**config.mk**
```make
export PLATFORM = sky130hd
export DESIGN_NAME = sensor_conditioner
export DESIGN_NICKNAME = d
export VERILOG_FILES = /design/src/rtl/light_package.sv /design/src/rtl/sensor_lane.sv /design/src/rtl/sensor_conditioner.sv
export SDC_FILE = /design/constraint.sdc
export NUM_CORES = 1
export LEC_CHECK = 0
export ABC_AREA = 1
export CAP_MARGIN = 20
export CORE_MARGIN = 10
export CORE_UTILIZATION = 30
export DETAILED_ROUTE_END_ITERATION = 12
export PLACE_DENSITY = 0.49
export SLEW_MARGIN = 20
export SYNTH_ARGS = -nofsm -noshare
export SYNTH_HDL_FRONTEND = slang
export SYNTH_SLANG_ARGS = --single-unit
```
**constraint.sdc**
```tcl
create_clock -name clk -period 1.3 [get_ports clk]
set_clock_uncertainty 0.2 [all_clocks]
set_input_delay 0.325 -clock clk [delete_from_list [all_inputs] [get_ports clk]]
set_output_delay 0.325 -clock clk [all_outputs]
set_load 0.05 [all_outputs]
```
**src/rtl/light_package.sv**
```systemverilog
// Shared types for the traffic light controller and its sensor front end.
package light_package;

    // Light colours driven by the controller; encodings 2'b11 is unused.
    typedef enum logic [1:0] {
        red,
        yellow,
        green
    } colors;

    // Lane index, in the order lanes are wired through the design.
    typedef enum logic [2:0] {
        LN_E_LEFT,
        LN_E_STR,
        LN_W_LEFT,
        LN_W_STR,
        LN_NS
    } lane_t;

    // Debounce FSM states; det is high in PRESENT and CLEARING.
    typedef enum logic [1:0] {
        DB_ABSENT,
        DB_ARMING,
        DB_PRESENT,
        DB_CLEARING
    } db_state_t;

    function automatic int max_int(input int a, input int b);
        return (a > b) ? a : b;
    endfunction

endpackage

```
**src/rtl/sensor_lane.sv**
```systemverilog
// One lane of detector conditioning: synchroniser, on/off debounce,
// vehicle call latch and a registered request output.
module sensor_lane
    import light_package::*;
#(
    parameter int SYNC_STAGES = 2,
    parameter int ON_CYCLES   = 3,
    parameter int OFF_CYCLES  = 4
) (
    input  logic  clk,
    input  logic  reset,
    input  logic  raw,
    input  colors light,
    output logic  sensor
);

    localparam int CNT_W = $clog2(max_int(ON_CYCLES, OFF_CYCLES) + 1);

    // Counter value at which the next qualifying sample completes the run.
    localparam logic [CNT_W-1:0] ON_LAST  = CNT_W'(ON_CYCLES - 1);
    localparam logic [CNT_W-1:0] OFF_LAST = CNT_W'(OFF_CYCLES - 1);

    logic [SYNC_STAGES-1:0] sync_q;
    logic                   s;
    db_state_t              state, state_next;
    logic [CNT_W-1:0]       cnt, cnt_next;
    logic                   det, det_next;
    logic                   call, call_next;
    logic                   is_green;

    function automatic logic [CNT_W-1:0] sat_inc(input logic [CNT_W-1:0] v);
        return (v == {CNT_W{1'b1}}) ? v : v + 1'b1;
    endfunction

    assign s        = sync_q[SYNC_STAGES-1];
    assign is_green = (light == green);

    // Synchroniser chain: raw enters bit 0, s leaves the top bit.
    always_ff @(posedge clk or negedge reset) begin
        if (!reset) begin
            sync_q <= '0;
        end else begin
            sync_q <= {sync_q[SYNC_STAGES-2:0], raw};
        end
    end

    // Debounce next-state, counter, det and call decisions.
    always_comb begin
        state_next = state;
        cnt_next   = cnt;
        det_next   = det;
        call_next  = call;
        case (state)
            DB_ABSENT: begin
                det_next = 1'b0;
                cnt_next = '0;
                if (s) begin
                    if (ON_CYCLES == 1) begin
                        state_next = DB_PRESENT;
                        det_next   = 1'b1;
                    end else begin
                        state_next = DB_ARMING;
                        cnt_next   = CNT_W'(1);
                    end
                end
            end
            DB_ARMING: begin
                if (!s) begin
                    state_next = DB_ABSENT;
                    cnt_next   = '0;
                end else if (cnt >= ON_LAST) begin
                    state_next = DB_PRESENT;
                    det_next   = 1'b1;
                    cnt_next   = '0;
                end else begin
                    cnt_next = sat_inc(cnt);
                end
            end
            DB_PRESENT: begin
                det_next = 1'b1;
                cnt_next = '0;
                if (!s) begin
                    if (OFF_CYCLES == 1) begin
                        state_next = DB_ABSENT;
                        det_next   = 1'b0;
                    end else begin
                        state_next = DB_CLEARING;
                        cnt_next   = CNT_W'(1);
                    end
                end
            end
            DB_CLEARING: begin
                if (s) begin
                    state_next = DB_PRESENT;
                    cnt_next   = '0;
                end else if (cnt >= OFF_LAST) begin
                    state_next = DB_ABSENT;
                    det_next   = 1'b0;
                    cnt_next   = '0;
                end else begin
                    cnt_next = sat_inc(cnt);
                end
            end
            default: begin
                state_next = DB_ABSENT;
                det_next   = 1'b0;
                cnt_next   = '0;
            end
        endcase

        // Green always clears; otherwise a fresh detection raises the call.
        if (is_green) begin
            call_next = 1'b0;
        end else if (det_next && !det) begin
            call_next = 1'b1;
        end
    end

    // State registers; sensor is built from next values so the output is
    // registered yet changes on the same edge as det.
    always_ff @(posedge clk or negedge reset) begin
        if (!reset) begin
            state  <= DB_ABSENT;
            cnt    <= '0;
            det    <= 1'b0;
            call   <= 1'b0;
            sensor <= 1'b0;
        end else begin
            state  <= state_next;
            cnt    <= cnt_next;
            det    <= det_next;
            call   <= call_next;
            sensor <= det_next | call_next;
        end
    end

endmodule

```
**src/rtl/sensor_conditioner.sv**
```systemverilog
// Conditions the five raw loop detectors feeding the traffic light
// controller; each lane is an independent sensor_lane.
module sensor_conditioner
    import light_package::*;
#(
    parameter int SYNC_STAGES = 2,
    parameter int ON_CYCLES   = 3,
    parameter int OFF_CYCLES  = 4
) (
    input  logic  clk,
    input  logic  reset,
    input  logic  raw_e_left,
    input  logic  raw_e_str,
    input  logic  raw_w_left,
    input  logic  raw_w_str,
    input  logic  raw_ns,
    input  colors e_left_light,
    input  colors e_str_light,
    input  colors w_left_light,
    input  colors w_str_light,
    input  colors ns_light,
    output logic  e_left_sensor,
    output logic  e_str_sensor,
    output logic  w_left_sensor,
    output logic  w_str_sensor,
    output logic  ns_sensor
);

    sensor_lane #(
        .SYNC_STAGES(SYNC_STAGES), .ON_CYCLES(ON_CYCLES), .OFF_CYCLES(OFF_CYCLES)
    ) u_e_left (
        .clk(clk), .reset(reset), .raw(raw_e_left), .light(e_left_light), .sensor(e_left_sensor)
    );

    sensor_lane #(
        .SYNC_STAGES(SYNC_STAGES), .ON_CYCLES(ON_CYCLES), .OFF_CYCLES(OFF_CYCLES)
    ) u_e_str (
        .clk(clk), .reset(reset), .raw(raw_e_str), .light(e_str_light), .sensor(e_str_sensor)
    );

    sensor_lane #(
        .SYNC_STAGES(SYNC_STAGES), .ON_CYCLES(ON_CYCLES), .OFF_CYCLES(OFF_CYCLES)
    ) u_w_left (
        .clk(clk), .reset(reset), .raw(raw_w_left), .light(w_left_light), .sensor(w_left_sensor)
    );

    sensor_lane #(
        .SYNC_STAGES(SYNC_STAGES), .ON_CYCLES(ON_CYCLES), .OFF_CYCLES(OFF_CYCLES)
    ) u_w_str (
        .clk(clk), .reset(reset), .raw(raw_w_str), .light(w_str_light), .sensor(w_str_sensor)
    );

    sensor_lane #(
        .SYNC_STAGES(SYNC_STAGES), .ON_CYCLES(ON_CYCLES), .OFF_CYCLES(OFF_CYCLES)
    ) u_ns (
        .clk(clk), .reset(reset), .raw(raw_ns), .light(ns_light), .sensor(ns_sensor)
    );

endmodule
```
==> metrics.md, run 1 <==
| Metric | Value |
|---|---|
| CP arrival | `1510 ps` |
| Worst-Skew Late Latency | `300 ps` |
| Crit-path max FO | `4` |
| Final worst-path cycle share | `1.16` |
| R2r setup slk | `-210 ps` |
| Synth unique cells | `25` |
| Seq/Total Area, Yosys | `0.495` |
| Full die area | `12,500 µm²` |
| Crit-path cells | `ha_2 > nor2_4 > nand2_2 > nor2_4 > nor2_4 > nand3_1 > nand2_1 > nand2_1` |
| Total track usage | `0.0803` |
| WL/cell | `10.3 µm` |
| Power density cells | `2180 nW/µm²` |
| Cell family with most CP delay | `simple AND/OR/NAND/NOR gates` |
| Final setup fails | `39` |
| Num CTS Buffers | `5` |
| Pwr Total | `8060 µW` |
| Core Area | `8220 µm²` |
| Initial antenna violation count | `0` |
| Place WS | `-193 ps` |
| Commonest non-fill, non-tap cells in the layout | `nand2_1 (61), inv_1 (54), dfrtp_1 (47)` |
| Hold slack | `154 ps` |
| Synthesized flop and latch total | `50` |
| Slew HR | `0.819` |
| Cell area after layout | `3690 µm²` |
| Cell count of the worst hold path | `0` |
| Slew @ Worst Pin | `271 ps` |
| Antenna viol nets, final | `0` |
| Maximum clock path buffer count | `2` |
| Worst path max stage delay | `450 ps` |
| WP buf/inv | `0` |
| Gr ovfl total | `0` |
| Global-route wire length before repair | `8.69 mm` |
| Area post-placement | `3270 µm²` |
| CP Launch Type | `flip-flop` |
| Synth top area cells | `dfrtp_1 (49%), nand2_1 (12%), inv_1 (9.2%)` |
| Register-to-Register Path Depth | `8` |
| Via count | `2,112` |
| Filler cell count | `783` |
| Cell taking the most area after synthesis | `dfrtp_1` |
| Largest net degree at the start of global routing | `51` |
| Nets@finish | `414` |
| Effective utilization at floorplan | `0.308` |
| Clock-pin slew on the worst setup and hold paths | `90 ps` |
| FMAX | `0.662 GHz` |
| Post-Synthesis Cells | `314` |
| Sum Neg Setup Slack | `-4240 ps` |
| Final GP Congestion | `0.774` |
| Vias in the first global route | `2,076` |
| Fin worst setup slack | `-211 ps` |
| Reg2reg start | `u_w_str.cnt[1]$_DFF_PN0_` |
| Die height | `112 µm` |
| MaxCap Viol Count | `0` |
| Share of the synthesized area in the top cell type | `0.495` |
| Number of DRC markers in iteration 0 | `55` |
| P_leak | `0.00185 µW` |
| Drt drc | `0` |
| Cell mode on critical path | `nor2_4` |
| First drt pass iteration count | `4` |
| Failing checks | `setup timing` |
| Post-Syn Area | `2530 µm²` |
| Synth warn | `0` |
| Share of post-route cells with drive strength above 1 | `0.383` |
| Port-buffer cells | `21` |
| Htree depth | `2` |
| Wirelength, routed | `5.08 mm` |
| Data required time of the worst path | `1300 ps` |
| Slowest-stage cell, CP | `dfrtp_1` |
| Num Clock Sinks | `50` |
| Critical path depth in cells | `8` |
| Hold Crit Endpoint | `u_e_left.sync_q[1]$_DFF_PN0_` |
| Clock period minus worst slack | `1510 ps` |
| Hold path start | `u_e_left.sync_q[0]$_DFF_PN0_` |
| Most common cell after layout, fill and taps aside | `nand2_1` |
| RSZ-0062 raised after global routing | `true` |
| Detail Placement HPWL | `3.62 mm` |
| Hold WC Path Type | `flip-flop to flip-flop` |
| Layout area overhead | `46.1%` |
| Outcome | `finished with violations` |
| Peak supply drop | `0.000879 V` |
| Clock root cell | `clkbuf_8` |
| FP Rows | `33` |
| Syn_nets | `340` |
| CP Class | `flip-flop to flip-flop` |
| Ant diodes | `0` |
| Crit. End Element | `flip-flop` |
| Io pins | `22` |
| Avg Inst Size Synth | `8.05 µm²` |
| Vias per cell | `4.28` |
| Final Hold Violating Endpoints | `0` |
| Max Slew Vio Count | `0` |
| CTS tree | `done` |
| Width of the die | `112 µm` |
-- worst max path at each step --
| stage | startpoint | end | slack, ps |
|---|---|---|---|
| 2_1_floorplan | u_e_str.cnt[0]$_DFF_PN0_ | u_e_str.sensor$_DFF_PN0_ | -100 |
| 5_1_grt | u_w_str.cnt[1]$_DFF_PN0_ | flip-flop | -320 |
| 3_5_place_dp | u_e_str.cnt[0]$_DFF_PN0_ | flip-flop | -190 |
| 6_report | u_w_str.cnt[1]$_DFF_PN0_ | flip-flop | -210 |
| 4_1_cts | u_e_str.cnt[0]$_DFF_PN0_ | u_e_str.sensor$_DFF_PN0_ | -200 |
| 3_3_place_gp | u_e_str.cnt[0]$_DFF_PN0_ | u_e_str.sensor$_DFF_PN0_ | -180 |
-- metrics by stage --
step                utilization  instances
finish                    0.450        494
floorplan                     -        314
global route              0.450        494
CTS                       0.422        490
global placement          0.399        478
detailed placement        0.399        478
-- cell type report --
cell class,count,area (µm²),area share
multi-input combinational,195,1310,0.356
sequential,50,1250,0.340
timing repair buffer,69,646,0.175
inverter,67,256,0.0694
tap,105,131,0.0356
clock buffer,7,86.3,0.0234
clock inverter,1,5.00,0.00136
-- sequential cells by signal (all words and copies together) (netlist names), 2 cells and up, named ones only --
signal           count
u_e_left.cnt         3
u_w_str.sync_q       2
u_w_left.sync_q      2
u_ns.cnt             3
u_w_str.cnt          3
u_ns.sync_q          2
u_w_left.cnt         3
u_e_str.sync_q       2
u_e_str.cnt          3
u_e_left.sync_q      2
-- synth_stat cells --
cell	number
a21boi_1	3
a21boi_2	1
a21oi_1	14
a22oi_1	1
a31oi_1	1
buf_2	1
buf_4	1
dfrtp_1	50
ha_1	9
inv_1	62
inv_2	5
nand2_1	78
nand2_2	2
nand3_1	24
nand3_2	4
nand4_1	6
nand4_2	1
nor2_1	23
nor2_2	9
nor2_4	2
nor3_1	4
o211ai_1	1
o21ai_0	6
o21ai_1	2
xor2_1	4
-- logic make-up (layout without fill, tap and decap cells) --
kind of cell               count (synthesis)  in the layout  synth area share
and+or+nand+nor                          153            153             0.277
buffers and inverters                     69            144             0.104
AOI/OAI and AO/OA                         29             29            0.0653
xor gates and xnor gates                   4              4            0.0139
adders and majority gates                  9              9            0.0445
DFF                                       50             50             0.495
-- worst reg2reg max path, cell delays in order, from the launching register on --
cell     delay [ps]
dfrtp_1         450
ha_2            250
nor2_4           50
nand2_2          90
nor2_4           50
nor2_4          130
nand3_1          90
nand2_1          60
nand2_1          40
-- layer usage --
metal	GRT usage	vias to the layer above	share of wire
met4	0.0308	0	0.0087
met2	0.138	20	0.52
li1	-	1116	-
met5	0	-	0
met3	0.0177	2	0.017
met1	0.0949	974	0.46
-- where the power goes --
group / switching, µW / internal [µW] / total (µW) / leakage, µW
logic: 2360 / 2100 / 4460 / 0.00119
registers: 529 / 2130 / 2660 / 0.000610
clock network: 510 / 431 / 941 / 0.0000482
-- repair_timing --
action / in CTS / in global routing
cloned: 0 / 0
endpoints found under the setup margin: 40 / 43
pin swaps: 12 / 27
setup buffers: 3 / 5
hold buffers: 1 / 0
resized for setup: 20 / 53
hold endpoints to repair: 50 / 0
Note: power is estimated with default switching activity, not from simulation.
==> run 2, diff against run 1 <==
Settings changed: SETUP_SLACK_MARGIN from default to 0.3, SLEW_MARGIN 20 to default.
Clock period 1.3 ns to 1.39 ns, I/O delays scaled along.
==> run 2 against run 1 <==
- the flow still finishes with violations (setup timing)
- clock power increased by 3.8%
- non-clock buffer count is 12 lower
- wire length decreased by 4.1%
- register-to-register slack improved by 120 ps
- flip-flop and latch count did not move
- die area stayed put
- first-iteration DRC count fell by 42%
- utilization about the same
- fmax grew 1.9%
==> metrics.md, run 2 (synthesis results as in run 1) <==
| Metric | Value |
|---|---|
| Outcome | `finished with violations (unchanged)` |
| Failing checks | `setup timing (unchanged)` |
| Final GP Congestion | `0.773 (was 0.774)` |
| Detail Placement HPWL | `3.38 mm (was 3.62 mm)` |
| Via count | `2,087 (was 2,112)` |
| Peak supply drop | `0.000855 V (was 0.000879 V)` |
| Htree depth | `2 (unchanged)` |
| Filler cell count | `814 (was 783)` |
| Fin worst setup slack | `-93.4 ps (was -211 ps)` |
| Port-buffer cells | `21 (unchanged)` |
| Nets@finish | `402 (was 414)` |
| CP Class | `flip-flop to flip-flop (unchanged)` |
| Slew HR | `0.807 (was 0.819)` |
| Commonest non-fill, non-tap cells in the layout | `nand2_1 (60), inv_1 (53), dfrtp_1 (43) (was nand2_1 (61), inv_1 (54), dfrtp_1 (47))` |
| Number of DRC markers in iteration 0 | `32 (was 55)` |
| Max Slew Vio Count | `0 (unchanged)` |
| Effective utilization at floorplan | `0.308 (unchanged)` |
| FMAX | `0.674 GHz (was 0.662 GHz)` |
| Vias per cell | `4.33 (was 4.28)` |
| Most common cell after layout, fill and taps aside | `nand2_1 (unchanged)` |
| First drt pass iteration count | `4 (unchanged)` |
| Sum Neg Setup Slack | `-1370 ps (was -4240 ps)` |
| Antenna viol nets, final | `0 (unchanged)` |
| Vias in the first global route | `2,102 (was 2,076)` |
| Data required time of the worst path | `1390 ps (was 1300 ps)` |
| Total track usage | `0.0800 (was 0.0803)` |
| Gr ovfl total | `0 (unchanged)` |
| CP Launch Type | `flip-flop (unchanged)` |
| Worst-Skew Late Latency | `300 ps (about the same)` |
| Crit-path max FO | `4 (unchanged)` |
| CTS tree | `done (unchanged)` |
| Full die area | `12,500 µm² (unchanged)` |
| Crit. End Element | `flip-flop (unchanged)` |
| Num CTS Buffers | `5 (unchanged)` |
| Largest net degree at the start of global routing | `51 (unchanged)` |
| Layout area overhead | `46.1% (about the same)` |
| Num Clock Sinks | `50 (unchanged)` |
| Slew @ Worst Pin | `289 ps (was 271 ps)` |
| Width of the die | `112 µm (unchanged)` |
| CP arrival | `1480 ps (was 1510 ps)` |
| Drt drc | `0 (unchanged)` |
| RSZ-0062 raised after global routing | `true (unchanged)` |
| FP Rows | `33 (unchanged)` |
| Final worst-path cycle share | `1.07 (was 1.16)` |
| Clock period minus worst slack | `1480 ps (was 1510 ps)` |
| Initial antenna violation count | `0 (unchanged)` |
| Global-route wire length before repair | `8.83 mm (was 8.69 mm)` |
| WL/cell | `10.1 µm (was 10.3 µm)` |
| Hold WC Path Type | `flip-flop to flip-flop (unchanged)` |
| MaxCap Viol Count | `0 (unchanged)` |
| Core Area | `8220 µm² (unchanged)` |
| Final setup fails | `26 (was 39)` |
| Die height | `112 µm (unchanged)` |
| P_leak | `0.00182 µW (was 0.00185 µW)` |
| Wirelength, routed | `4.87 mm (was 5.08 mm)` |
| Maximum clock path buffer count | `2 (unchanged)` |
| Power density cells | `2100 nW/µm² (was 2180 nW/µm²)` |
| Clock-pin slew on the worst setup and hold paths | `90 ps (about the same)` |
| Pwr Total | `7760 µW (was 8060 µW)` |
| Clock root cell | `clkbuf_8 (unchanged)` |
| Share of post-route cells with drive strength above 1 | `0.398 (was 0.383)` |
| Ant diodes | `0 (unchanged)` |
| Io pins | `22 (unchanged)` |
| Final Hold Violating Endpoints | `0 (unchanged)` |
## run 2: changes by cell type in the layout (fill, tap and decap cells not counted), moves of 3 or more
cell | previous run | this run
a21oi_1 | 8 | 5
a21oi_2 | 6 | 9
buf_4 | 42 | 24
buf_6 | 4 | 10
dfrtp_1 | 47 | 43
dfrtp_2 | 3 | 7
nand3_2 | 9 | 12
## run 2: stage by stage
step	cell area, µm²	setup slack [ps]	hold slack (ps)	utilization	instances
after floorplan	2600	-8.44	-148	-	314
final	3690	-93.4	153	0.450	482
after detailed placement	3130	-101	136	0.381	457
after global placement	3130	-101	132	0.381	457
after global routing	3690	-207	168	0.450	482
after CTS	3460	-117	157	0.422	476
## run 2: routing by layer
| metal | global-route usage | share of wire | wire length [µm] | vias to the layer above |
|---|---|---|---|---|
| li1 | - | - | - | 1087 |
| met1 | 0.104 | 0.49 | 2370 | 970 |
| met2 | 0.127 | 0.47 | 2310 | 25 |
| met3 | 0.0215 | 0.029 | 139 | 5 |
| met4 | 0.0231 | 0.011 | 55 | 0 |
| met5 | 0 | 0 | 0 | - |
## run 2: area by class of cell
cell class                 instances  area (µm²)  share of cell area
clock buffer                       8         110              0.0298
inverter                          67         256              0.0694
multi-input combinational        195        1360               0.368
sequential                        50        1260               0.341
tap                              105         131              0.0356
timing repair buffer              57         578               0.156
## run 2: timing repair
action / 4_1_cts / 5_1_grt
setup buffers: 10 / 6
endpoints found under the hold margin: 50 / 0
setup endpoints to repair: 45 / 45
pin swaps: 27 / 31
hold buffers: 1 / 0
resized for setup: 33 / 55
cloned: 0 / 0
## run 2: where the power goes
group / switching, µW / leakage [µW] / internal (µW)
combinational: 2230 / 0.00116 / 2020
sequential: 543 / 0.000606 / 2000
clock: 474 / 0.0000575 / 503
total: 3250 / 0.00182 / 4520
## run 2: worst paths after layout
check / start / endpoint / slack [ps] / depth (start not counted)
max reg2reg: u_w_str.cnt[0]$_DFF_PN0_ / flip-flop / -90 / 9
min: u_e_left.sync_q[0]$_DFF_PN0_ / u_e_left.sync_q[1]$_DFF_PN0_ / 150 / 0
max in group asynchronous: reset / async pin / 390 / 3
max: u_w_str.cnt[0]$_DFF_PN0_ / flip-flop / -90 / 9
min in group asynchronous: reset / u_w_left.cnt[1]$_DFF_PN0_ / 360 / 3
min reg2reg: u_e_left.sync_q[0]$_DFF_PN0_ / u_e_left.sync_q[1]$_DFF_PN0_ / 150 / 0
## run 2: worst max-delay path, stage by stage (launching register included)
cell,delay (ps)
dfrtp_1,450
inv_2,110
ha_4,140
inv_4,30
nand2_4,70
nor2_4,50
nor2_4,140
nand3_2,80
nand2_1,60
nand2_1,40
